===== src/rtl/uart_rx_fsm_if.sv =====
// Signal bundle between the UART RX control FSM (slave side) and the
// serial line plus the bit-level checkers, sampler and deserializer (master side).
interface uart_rx_fsm_if #(
    parameter int PRESC_W = 6
);
    logic               RX_IN;
    logic [PRESC_W-1:0] PRESCALE;
    logic               PAR_EN;
    logic               sampled_bit;
    logic               strt_glitch;
    logic               par_err;
    logic               stp_err;

    logic               dat_samp_en;
    logic               strt_chk_en;
    logic               deser_en;
    logic               par_chk_en;
    logic               stp_chk_en;
    logic               data_valid;
    logic               parity_error;
    logic               framing_error;

    modport slave (
        input  RX_IN, PRESCALE, PAR_EN, sampled_bit, strt_glitch, par_err, stp_err,
        output dat_samp_en, strt_chk_en, deser_en, par_chk_en, stp_chk_en,
               data_valid, parity_error, framing_error
    );

    modport master (
        output RX_IN, PRESCALE, PAR_EN, sampled_bit, strt_glitch, par_err, stp_err,
        input  dat_samp_en, strt_chk_en, deser_en, par_chk_en, stp_chk_en,
               data_valid, parity_error, framing_error
    );
endinterface


===== src/rtl/uart_rx_fsm.sv =====
// UART receive control FSM: tracks edges within each bit and bits within the frame,
// strobes the helper blocks at the check edge and reports one outcome pulse per frame.
module uart_rx_fsm #(
    parameter int DATA_WIDTH = 8,
    parameter int PRESC_W    = 6
) (
    input  logic          CLK,
    input  logic          RST,
    uart_rx_fsm_if.slave  bus
);

    localparam int                 BIT_W    = $clog2(DATA_WIDTH) + 1;
    localparam logic [BIT_W-1:0]   BIT_LAST = BIT_W'(DATA_WIDTH - 1);
    localparam logic [PRESC_W-1:0] PRESC_RST = PRESC_W'(8);

    typedef enum logic [2:0] {
        IDLE,
        START,
        DATA,
        PARITY,
        STOP
    } state_t;

    state_t             state, state_nxt;
    logic [PRESC_W-1:0] edge_cnt, edge_nxt;
    logic [BIT_W-1:0]   bit_cnt, bit_nxt;
    logic [PRESC_W-1:0] presc, presc_nxt;
    logic               par_en, par_en_nxt;
    logic               frame_err, frame_err_nxt;
    logic               valid_q, valid_nxt;
    logic               perr_q, perr_nxt;
    logic               ferr_q, ferr_nxt;

    logic [PRESC_W-1:0] last_edge;
    logic [PRESC_W-1:0] chk_edge;
    logic               bit_end;
    logic               at_chk;

    // The sampled bit feeds the deserializer directly; the FSM only sequences it.
    logic unused_sampled_bit;
    assign unused_sampled_bit = bus.sampled_bit;

    assign last_edge = presc - PRESC_W'(1);
    assign chk_edge  = (presc >> 1) + PRESC_W'(2);
    assign bit_end   = (edge_cnt == last_edge);
    assign at_chk    = (edge_cnt == chk_edge);

    always_ff @(posedge CLK) begin
        if (RST) begin
            state     <= IDLE;
            edge_cnt  <= '0;
            bit_cnt   <= '0;
            presc     <= PRESC_RST;
            par_en    <= 1'b0;
            frame_err <= 1'b0;
            valid_q   <= 1'b0;
            perr_q    <= 1'b0;
            ferr_q    <= 1'b0;
        end else begin
            state     <= state_nxt;
            edge_cnt  <= edge_nxt;
            bit_cnt   <= bit_nxt;
            presc     <= presc_nxt;
            par_en    <= par_en_nxt;
            frame_err <= frame_err_nxt;
            valid_q   <= valid_nxt;
            perr_q    <= perr_nxt;
            ferr_q    <= ferr_nxt;
        end
    end

    always_comb begin
        state_nxt     = state;
        edge_nxt      = bit_end ? '0 : edge_cnt + PRESC_W'(1);
        bit_nxt       = bit_cnt;
        presc_nxt     = presc;
        par_en_nxt    = par_en;
        frame_err_nxt = frame_err;
        valid_nxt     = 1'b0;
        perr_nxt      = 1'b0;
        ferr_nxt      = 1'b0;

        unique case (state)
            IDLE: begin
                edge_nxt = '0;
                // The detect cycle is edge 0 of the start bit, so counting resumes at 1.
                if (!bus.RX_IN) begin
                    state_nxt     = START;
                    edge_nxt      = PRESC_W'(1);
                    presc_nxt     = bus.PRESCALE;
                    par_en_nxt    = bus.PAR_EN;
                    frame_err_nxt = 1'b0;
                end
            end
            START: begin
                if (bit_end) begin
                    if (bus.strt_glitch) begin
                        state_nxt = IDLE;
                    end else begin
                        state_nxt = DATA;
                        bit_nxt   = '0;
                    end
                end
            end
            DATA: begin
                if (bit_end) begin
                    if (bit_cnt == BIT_LAST) begin
                        state_nxt = par_en ? PARITY : STOP;
                    end else begin
                        bit_nxt = bit_cnt + BIT_W'(1);
                    end
                end
            end
            PARITY: begin
                if (bit_end) begin
                    state_nxt     = STOP;
                    frame_err_nxt = bus.par_err;
                end
            end
            STOP: begin
                // A bad stop bit outranks a parity failure.
                if (bit_end) begin
                    state_nxt = IDLE;
                    ferr_nxt  = bus.stp_err;
                    perr_nxt  = !bus.stp_err && frame_err;
                    valid_nxt = !bus.stp_err && !frame_err;
                end
            end
            default: begin
                state_nxt = IDLE;
                edge_nxt  = '0;
            end
        endcase
    end

    assign bus.dat_samp_en   = (state != IDLE);
    assign bus.strt_chk_en   = (state == START)  && at_chk;
    assign bus.deser_en      = (state == DATA)   && at_chk;
    assign bus.par_chk_en    = (state == PARITY) && at_chk;
    assign bus.stp_chk_en    = (state == STOP)   && at_chk;
    assign bus.data_valid    = valid_q;
    assign bus.parity_error  = perr_q;
    assign bus.framing_error = ferr_q;

endmodule


===== src/flat_wrapper.sv =====
// flat-port wrapper written by rule: the top's interface ports become plain ports
module uart_rx_fsm_flat 
#(
    parameter int DATA_WIDTH = 8,
    parameter int PRESC_W    = 6
)
  (CLK, RST, bus_RX_IN, bus_PRESCALE, bus_PAR_EN, bus_sampled_bit, bus_strt_glitch, bus_par_err, bus_stp_err, bus_dat_samp_en, bus_strt_chk_en, bus_deser_en, bus_par_chk_en, bus_stp_chk_en, bus_data_valid, bus_parity_error, bus_framing_error);
  uart_rx_fsm_if #(.PRESC_W(PRESC_W)) bus_i ();
  input  logic CLK;
  input  logic RST;
  input wire logic [$bits(bus_i.RX_IN)-1:0] bus_RX_IN;
  input wire logic [$bits(bus_i.PRESCALE)-1:0] bus_PRESCALE;
  input wire logic [$bits(bus_i.PAR_EN)-1:0] bus_PAR_EN;
  input wire logic [$bits(bus_i.sampled_bit)-1:0] bus_sampled_bit;
  input wire logic [$bits(bus_i.strt_glitch)-1:0] bus_strt_glitch;
  input wire logic [$bits(bus_i.par_err)-1:0] bus_par_err;
  input wire logic [$bits(bus_i.stp_err)-1:0] bus_stp_err;
  output wire logic [$bits(bus_i.dat_samp_en)-1:0] bus_dat_samp_en;
  output wire logic [$bits(bus_i.strt_chk_en)-1:0] bus_strt_chk_en;
  output wire logic [$bits(bus_i.deser_en)-1:0] bus_deser_en;
  output wire logic [$bits(bus_i.par_chk_en)-1:0] bus_par_chk_en;
  output wire logic [$bits(bus_i.stp_chk_en)-1:0] bus_stp_chk_en;
  output wire logic [$bits(bus_i.data_valid)-1:0] bus_data_valid;
  output wire logic [$bits(bus_i.parity_error)-1:0] bus_parity_error;
  output wire logic [$bits(bus_i.framing_error)-1:0] bus_framing_error;
  assign bus_i.RX_IN = bus_RX_IN;
  assign bus_i.PRESCALE = bus_PRESCALE;
  assign bus_i.PAR_EN = bus_PAR_EN;
  assign bus_i.sampled_bit = bus_sampled_bit;
  assign bus_i.strt_glitch = bus_strt_glitch;
  assign bus_i.par_err = bus_par_err;
  assign bus_i.stp_err = bus_stp_err;
  assign bus_dat_samp_en = bus_i.dat_samp_en;
  assign bus_strt_chk_en = bus_i.strt_chk_en;
  assign bus_deser_en = bus_i.deser_en;
  assign bus_par_chk_en = bus_i.par_chk_en;
  assign bus_stp_chk_en = bus_i.stp_chk_en;
  assign bus_data_valid = bus_i.data_valid;
  assign bus_parity_error = bus_i.parity_error;
  assign bus_framing_error = bus_i.framing_error;
  uart_rx_fsm #(.DATA_WIDTH(DATA_WIDTH), .PRESC_W(PRESC_W)) u_core (.CLK(CLK), .RST(RST), .bus(bus_i));
endmodule

===== config.mk =====
export PLATFORM = sky130hd
export DESIGN_NAME = uart_rx_fsm_flat
export DESIGN_NICKNAME = d
export VERILOG_FILES = /design/src/rtl/uart_rx_fsm_if.sv /design/src/rtl/uart_rx_fsm.sv /design/src/flat_wrapper.sv
export SDC_FILE = /design/constraint.sdc
export NUM_CORES = 1
export LEC_CHECK = 0
export ABC_AREA = 1
export BUFFER_PORTS_ARGS = -buffer_cell sky130_fd_sc_hd__clkbuf_2
export CAP_MARGIN = 20
export CORE_ASPECT_RATIO = 0.6
export CORE_MARGIN = 8
export CORE_UTILIZATION = 44
export DETAILED_ROUTE_END_ITERATION = 8
export GPL_TIMING_DRIVEN = 0
export SYNTH_ARGS = -nofsm -noshare
export SYNTH_HDL_FRONTEND = slang
export SYNTH_SLANG_ARGS = --single-unit

===== constraint.sdc =====
create_clock -name CLK -period 2.8 [get_ports CLK]
set_input_delay 0.56 -clock CLK [delete_from_list [all_inputs] [get_ports CLK]]
set_output_delay 0.56 -clock CLK [all_outputs]
set_load 0.02 [all_outputs]

### Word level (Yosys, flattened, before mapping)

Cells that the tools add are included.

| cells by class | value |
|---|---|
| add/subtract/negate cells | 4 |
| $mul | 0 |
| div/mod/pow operators | 0 |
| order comparisons | 0 |
| eq/ne operators | 15 |
| shift-type cells | 0 |
| multiplexer cells | 20 |
| bitwise logic cells | 3 |
| reduce and logical (&&, ||, !) cells | 18 |

Operators by type and width:

| kind | count |
|---|---|
| 3-bit two-way mux | 7 |
| 4-bit two-way mux | 4 |
| 3-bit one-hot mux with 5 select lines | 1 |
| 6-bit equality test | 2 |
| 6-bit one-hot mux with 2 select lines | 1 |
| 2-bit by 1-bit != test with 1-bit output (second input constant) | 5 |
| 4-bit one-hot mux with 2 select lines | 1 |
| 5-bit by 2-bit adder with 6-bit output (second input constant) | 1 |
| 6-bit by 1-bit adder with 6-bit output (second input constant) | 1 |
| 3-bit by 2-bit equality test with 1-bit output (second input constant) | 2 |
| 1-bit logical AND | 6 |
| 6-bit two-way mux | 1 |
| 2-bit != test (second input constant) | 3 |
| 6-bit AND reduction | 1 |
| 6-bit by 1-bit subtractor with 6-bit output (second input constant) | 1 |
| 5-bit AND reduction | 1 |
| 4-bit by 1-bit adder with 4-bit output (second input constant) | 1 |
| 4-bit by 3-bit equality test with 1-bit output (second input constant) | 1 |
| 2-bit nonzero test | 2 |
| 4-bit OR reduction | 1 |
| 3-bit by 1-bit equality test with 1-bit output (second input constant) | 1 |
| 3-bit equality test (second input constant) | 1 |
| 3-bit zero test | 1 |
| 1-bit two-way mux | 3 |
| 8 further kinds | 11 |

| word-level totals | value |
|---|---|
| register bits | 24 |
| bits in latches | 0 |
| bits in writable memories | 0 |
| memory bits (read-only) | 0 |
| output and inout port bits | 8 |
| logic and storage cells | 69 |
| memories kept | 0 |

### Depth between registers and ports, before layout

| logic depth | value |
|---|---|
| word-level depth | 4 |
| depth in mapped cells | 15 |

### Worst setup path before layout

No wires, ideal clock.

| timing path | value |
|---|---|
| path type | reg-to-output |
| from | reg u_core.presc[2] |
| to | out bus_deser_en |
| data arrival time | 1.478 ns |
| data required time | 2.240 ns |
| slack | 0.762 ns |
| stages on the path, launching flop included | 7 |
| path through | dfxtp_1 > inv_2 > ha_1 > xor2_1 > nor3_1 > nand3_1 > nor2_1 |

| between the ends | value |
|---|---|
| cells in the longest elaborated chain, start to end | 3 |

RTL lines:

| item | line | RTL |
|---|---|---|
| start, declared | uart_rx_fsm.sv:27 | `logic [PRESC_W-1:0] presc, presc_nxt;` |
| start signal, assigned | uart_rx_fsm.sv:63 | `presc <= presc_nxt;` |
| 5-bit by 2-bit adder with 6-bit output | uart_rx_fsm.sv:44 | `assign chk_edge = (presc >> 1) + PRESC_W'(2);` |
| 6-bit equality test | uart_rx_fsm.sv:46 | `assign at_chk = (edge_cnt == chk_edge);` |
| 1-bit logical AND | uart_rx_fsm.sv:138 | `assign bus.deser_en = (state == DATA) && at_chk;` |
| end, declared | flat_wrapper.sv:20 | `output wire logic [$bits(bus_i.deser_en)-1:0] bus_deser_en;` |

Every way passes these cells.

### Final worst setup path

| timing path | value |
|---|---|
| from | reg u_core.presc[2] |
| to | out bus_par_chk_en |

| between the ends | value |
|---|---|
| cells in the longest elaborated chain, start to end | 3 |

RTL lines:

| item | line | RTL |
|---|---|---|
| 5-bit by 2-bit adder with 6-bit output | uart_rx_fsm.sv:44 |  |
| 6-bit equality test | uart_rx_fsm.sv:46 |  |
| 1-bit logical AND | uart_rx_fsm.sv:139 | `assign bus.par_chk_en = (state == PARITY) && at_chk;` |
| end, declared | flat_wrapper.sv:21 | `output wire logic [$bits(bus_i.par_chk_en)-1:0] bus_par_chk_en;` |

Every way passes these cells.

==> qor.csv <==
metric;value;unit
post-synthesis cell area;1430;µm²
ANT cells;0;
Post-Synthesis Cells;220;
Area Growth Syn to Fin;14.4;%
Rel. slew slack;71.3;%
largest net degree at the start of global routing;14;
flops & latches, synth;24;
final RePlAce weighted congestion;0.816;
WL met3;202;µm
Hold Slack;443;ps
gr ovfl total;0;
I/O pin total;22;
fmax;0.385;GHz
Clk Latency, worst-skew pair;270;ps
number of global-route vias before repair;1157;
crit path to;bus_par_chk_en;
Crit path depth;7;
Die H;60.2;µm
unrepaired setup endpoints after global routing;no;
Worst Setup SP;u_core.presc[2];
CTS H-tree depth;1;
Hold Vio Cnt, Final;0;
Post-DP Area;1580;µm²
DRT iter0 DRCs;88;
die span in x;89.6;µm
Total GRT Usage;13.3;%
CP endpoint kind;primary output;
multi-input logic area;812;µm²
post-layout min period;2600;ps
crit-path cells;inv_2, ha_1, xor2_1, nor3_1, nand3_1, nor2_1, clkbuf_2;
CP Launch Type;register;
max cap viols;0;
Hold Crit Class;register to register;
CP max stage delay;480;ps
CP top delay family;simple AND/OR/NAND/NOR gates;
Critical Path AT;2040;ps
Initial Util;45.0;%
Warnings, synthesis;0;
WP buf/inv;2;
Max Used Layer;met4;
Critical Path RT;2240;ps
Leakage;0.743;nW
CTS clk-pin slew, worst paths;90;ps
CTS tree;built;
Clock Sinks;24;
Min-Delay Path Depth;1;
core area;3180;µm²
M1 WL;1960;µm
status;finished clean;
FP Rows;16;
first-pass GRT wire length;5430;µm
Via Count;1357;
Post-CTS Setup Bufs;0;
Yosys cell types;21;
fin nets;264;
fill count;349;
Power Density;726;nW/µm²
setup slack at placement;551;ps
post-route clock period utilization;92.8;%
syn nets;240;
share of cells above drive strength 1;11.9;%
initial antenna violation count;0;
Clock Tree Root;clkbuf_8;
skew final;4.66;ps
register area share after synthesis;33.6;%
WS Path Type;register to primary output;
post-CTS resize count;0;
hold_buf cts;0;
crit path setup slack, layout;202;ps
Reg2Reg Depth;13;
CTS max path bufs;2;
Synth Area per Inst;6.51;µm²
minimum setup slack among reg-to-reg paths;940;ps
r2r startpoint;u_core.presc[0];
Port-buffer cells;19;
Detailed Route WL;3310;µm
Worst path slowest cell;dfxtp_1;
DR WL/cell;11.5;µm
die area;5390;µm²
post-route cell area;1640;µm²
Slew Viols, Final;0;
TritonCTS Buffers;3;
setup tns final;0;ps
Max VDD drop;0.333;mV
average vias per placed instance;4.71;
Final Setup Violations;0;
register area;480;µm²
drc violations;0;
slew at the pin closest to its max-slew limit;431;ps
WL met2;1120;µm
Detailed Routing Iterations Pass 1;4;
largest fanout on the critical path;6;
RR Endpoint;u_core.edge_cnt[3];
Final HPWL DP;2640;µm
ANT nets after route;0;
[state kept, by name (all words and copies together) (netlist names)]
| signal | flops |
|---|---|
| u_core.state | 3 |
| u_core.bus.data_valid | 1 |
| u_core.frame_err | 1 |
| u_core.bus.parity_error | 1 |
| u_core.bit_cnt | 4 |
| u_core.presc | 6 |
| u_core.par_en | 1 |
| u_core.edge_cnt | 6 |
| u_core.bus.framing_error | 1 |
[worst min-delay path by stage]
stage	end	slack, ps	from
final	u_core.bus.data_valid	440	u_core.frame_err
after global routing	u_core.bus.data_valid	480	u_core.frame_err
after CTS	u_core.bus.data_valid	450	u_core.frame_err
after detailed placement	u_core.bus.data_valid	430	u_core.frame_err
after global placement	u_core.bus.data_valid	430	u_core.frame_err
after floorplan	u_core.bus.data_valid	410	u_core.frame_err
[stage by stage]
step | instances | power, W | util (%)
final | 288 | 0.00119 | 51.5
after global routing | 288 | 0.00130 | 51.5
after CTS | 288 | 0.00119 | 51.5
after detailed placement | 284 | 0.000946 | 49.7
after global placement | 284 | 0.000953 | 49.7
after floorplan | 220 | 0.000828 | -
[per-layer routing]
layer | up-vias | track usage [%]
met5 | - | 0
met4 | 0 | 4.23
met3 | 4 | 4.12
met2 | 29 | 15.8
met1 | 584 | 20.5
li1 | 740 | -
[cells in the mapped netlist, drive strengths merged]
library cell / instances / share of area, %
xor2: 10 / 6.1
inv: 33 / 8.7
nor3b: 1 / 0.52
clkbuf: 4 / 1.0
nand3: 21 / 7.7
dfxtp: 24 / 34
nor2: 37 / 9.9
a21oi: 14 / 4.9
o22ai: 1 / 0.44
o21ai: 9 / 3.1
nor3: 2 / 0.70
xnor2: 4 / 2.4
nand2: 48 / 13
o211ai: 1 / 0.52
ha: 6 / 5.2
or2: 1 / 0.44
nand4: 4 / 1.7
[cells by family (layout without fill, tap and decap cells)]
kind of cell / after synthesis / in the layout / synth area share (%)
compound gates: 25 / 25 / 9.00
buf+inv: 37 / 60 / 9.70
xor+xnor: 14 / 14 / 8.57
flops: 24 / 24 / 33.6
simple gates: 114 / 114 / 33.9
fa+ha+maj: 6 / 6 / 5.24
[layout by cell type, fill, tap and decap left out, types with 4 or more instances in the layout]
| cell type | netlist | final |
|---|---|---|
| nand3_1 | 20 | 20 |
| dfxtp_1 | 24 | 24 |
| o21ai_0 | 9 | 9 |
| nand2_1 | 46 | 46 |
| ha_1 | 6 | 6 |
| xor2_1 | 10 | 10 |
| clkbuf_1 | 4 | 4 |
| inv_1 | 31 | 31 |
| nand4_1 | 4 | 4 |
| clkbuf_2 | 0 | 19 |
| clkbuf_8 | 0 | 4 |
| a21oi_1 | 14 | 14 |
| xnor2_1 | 4 | 4 |
| nor2_1 | 36 | 36 |
[cell type report]
cell class / instances / share of cell area [%]
repair buffers: 19 / 5.81
clock buffers: 4 / 3.36
inverters: 33 / 7.56
plain buffers: 4 / 0.917
multi-input cells: 159 / 49.6
flip-flops and latches: 24 / 29.3
well taps: 45 / 3.44
[where the power goes]
part	leakage [nW]	internal (W)	switching (W)
Sequential	0.196	0.000388	0.0000558
Combinational	0.519	0.000170	0.000331
Clock	0.0288	0.000126	0.000118
No activity file was read; power rests on OpenSTA's default activity.
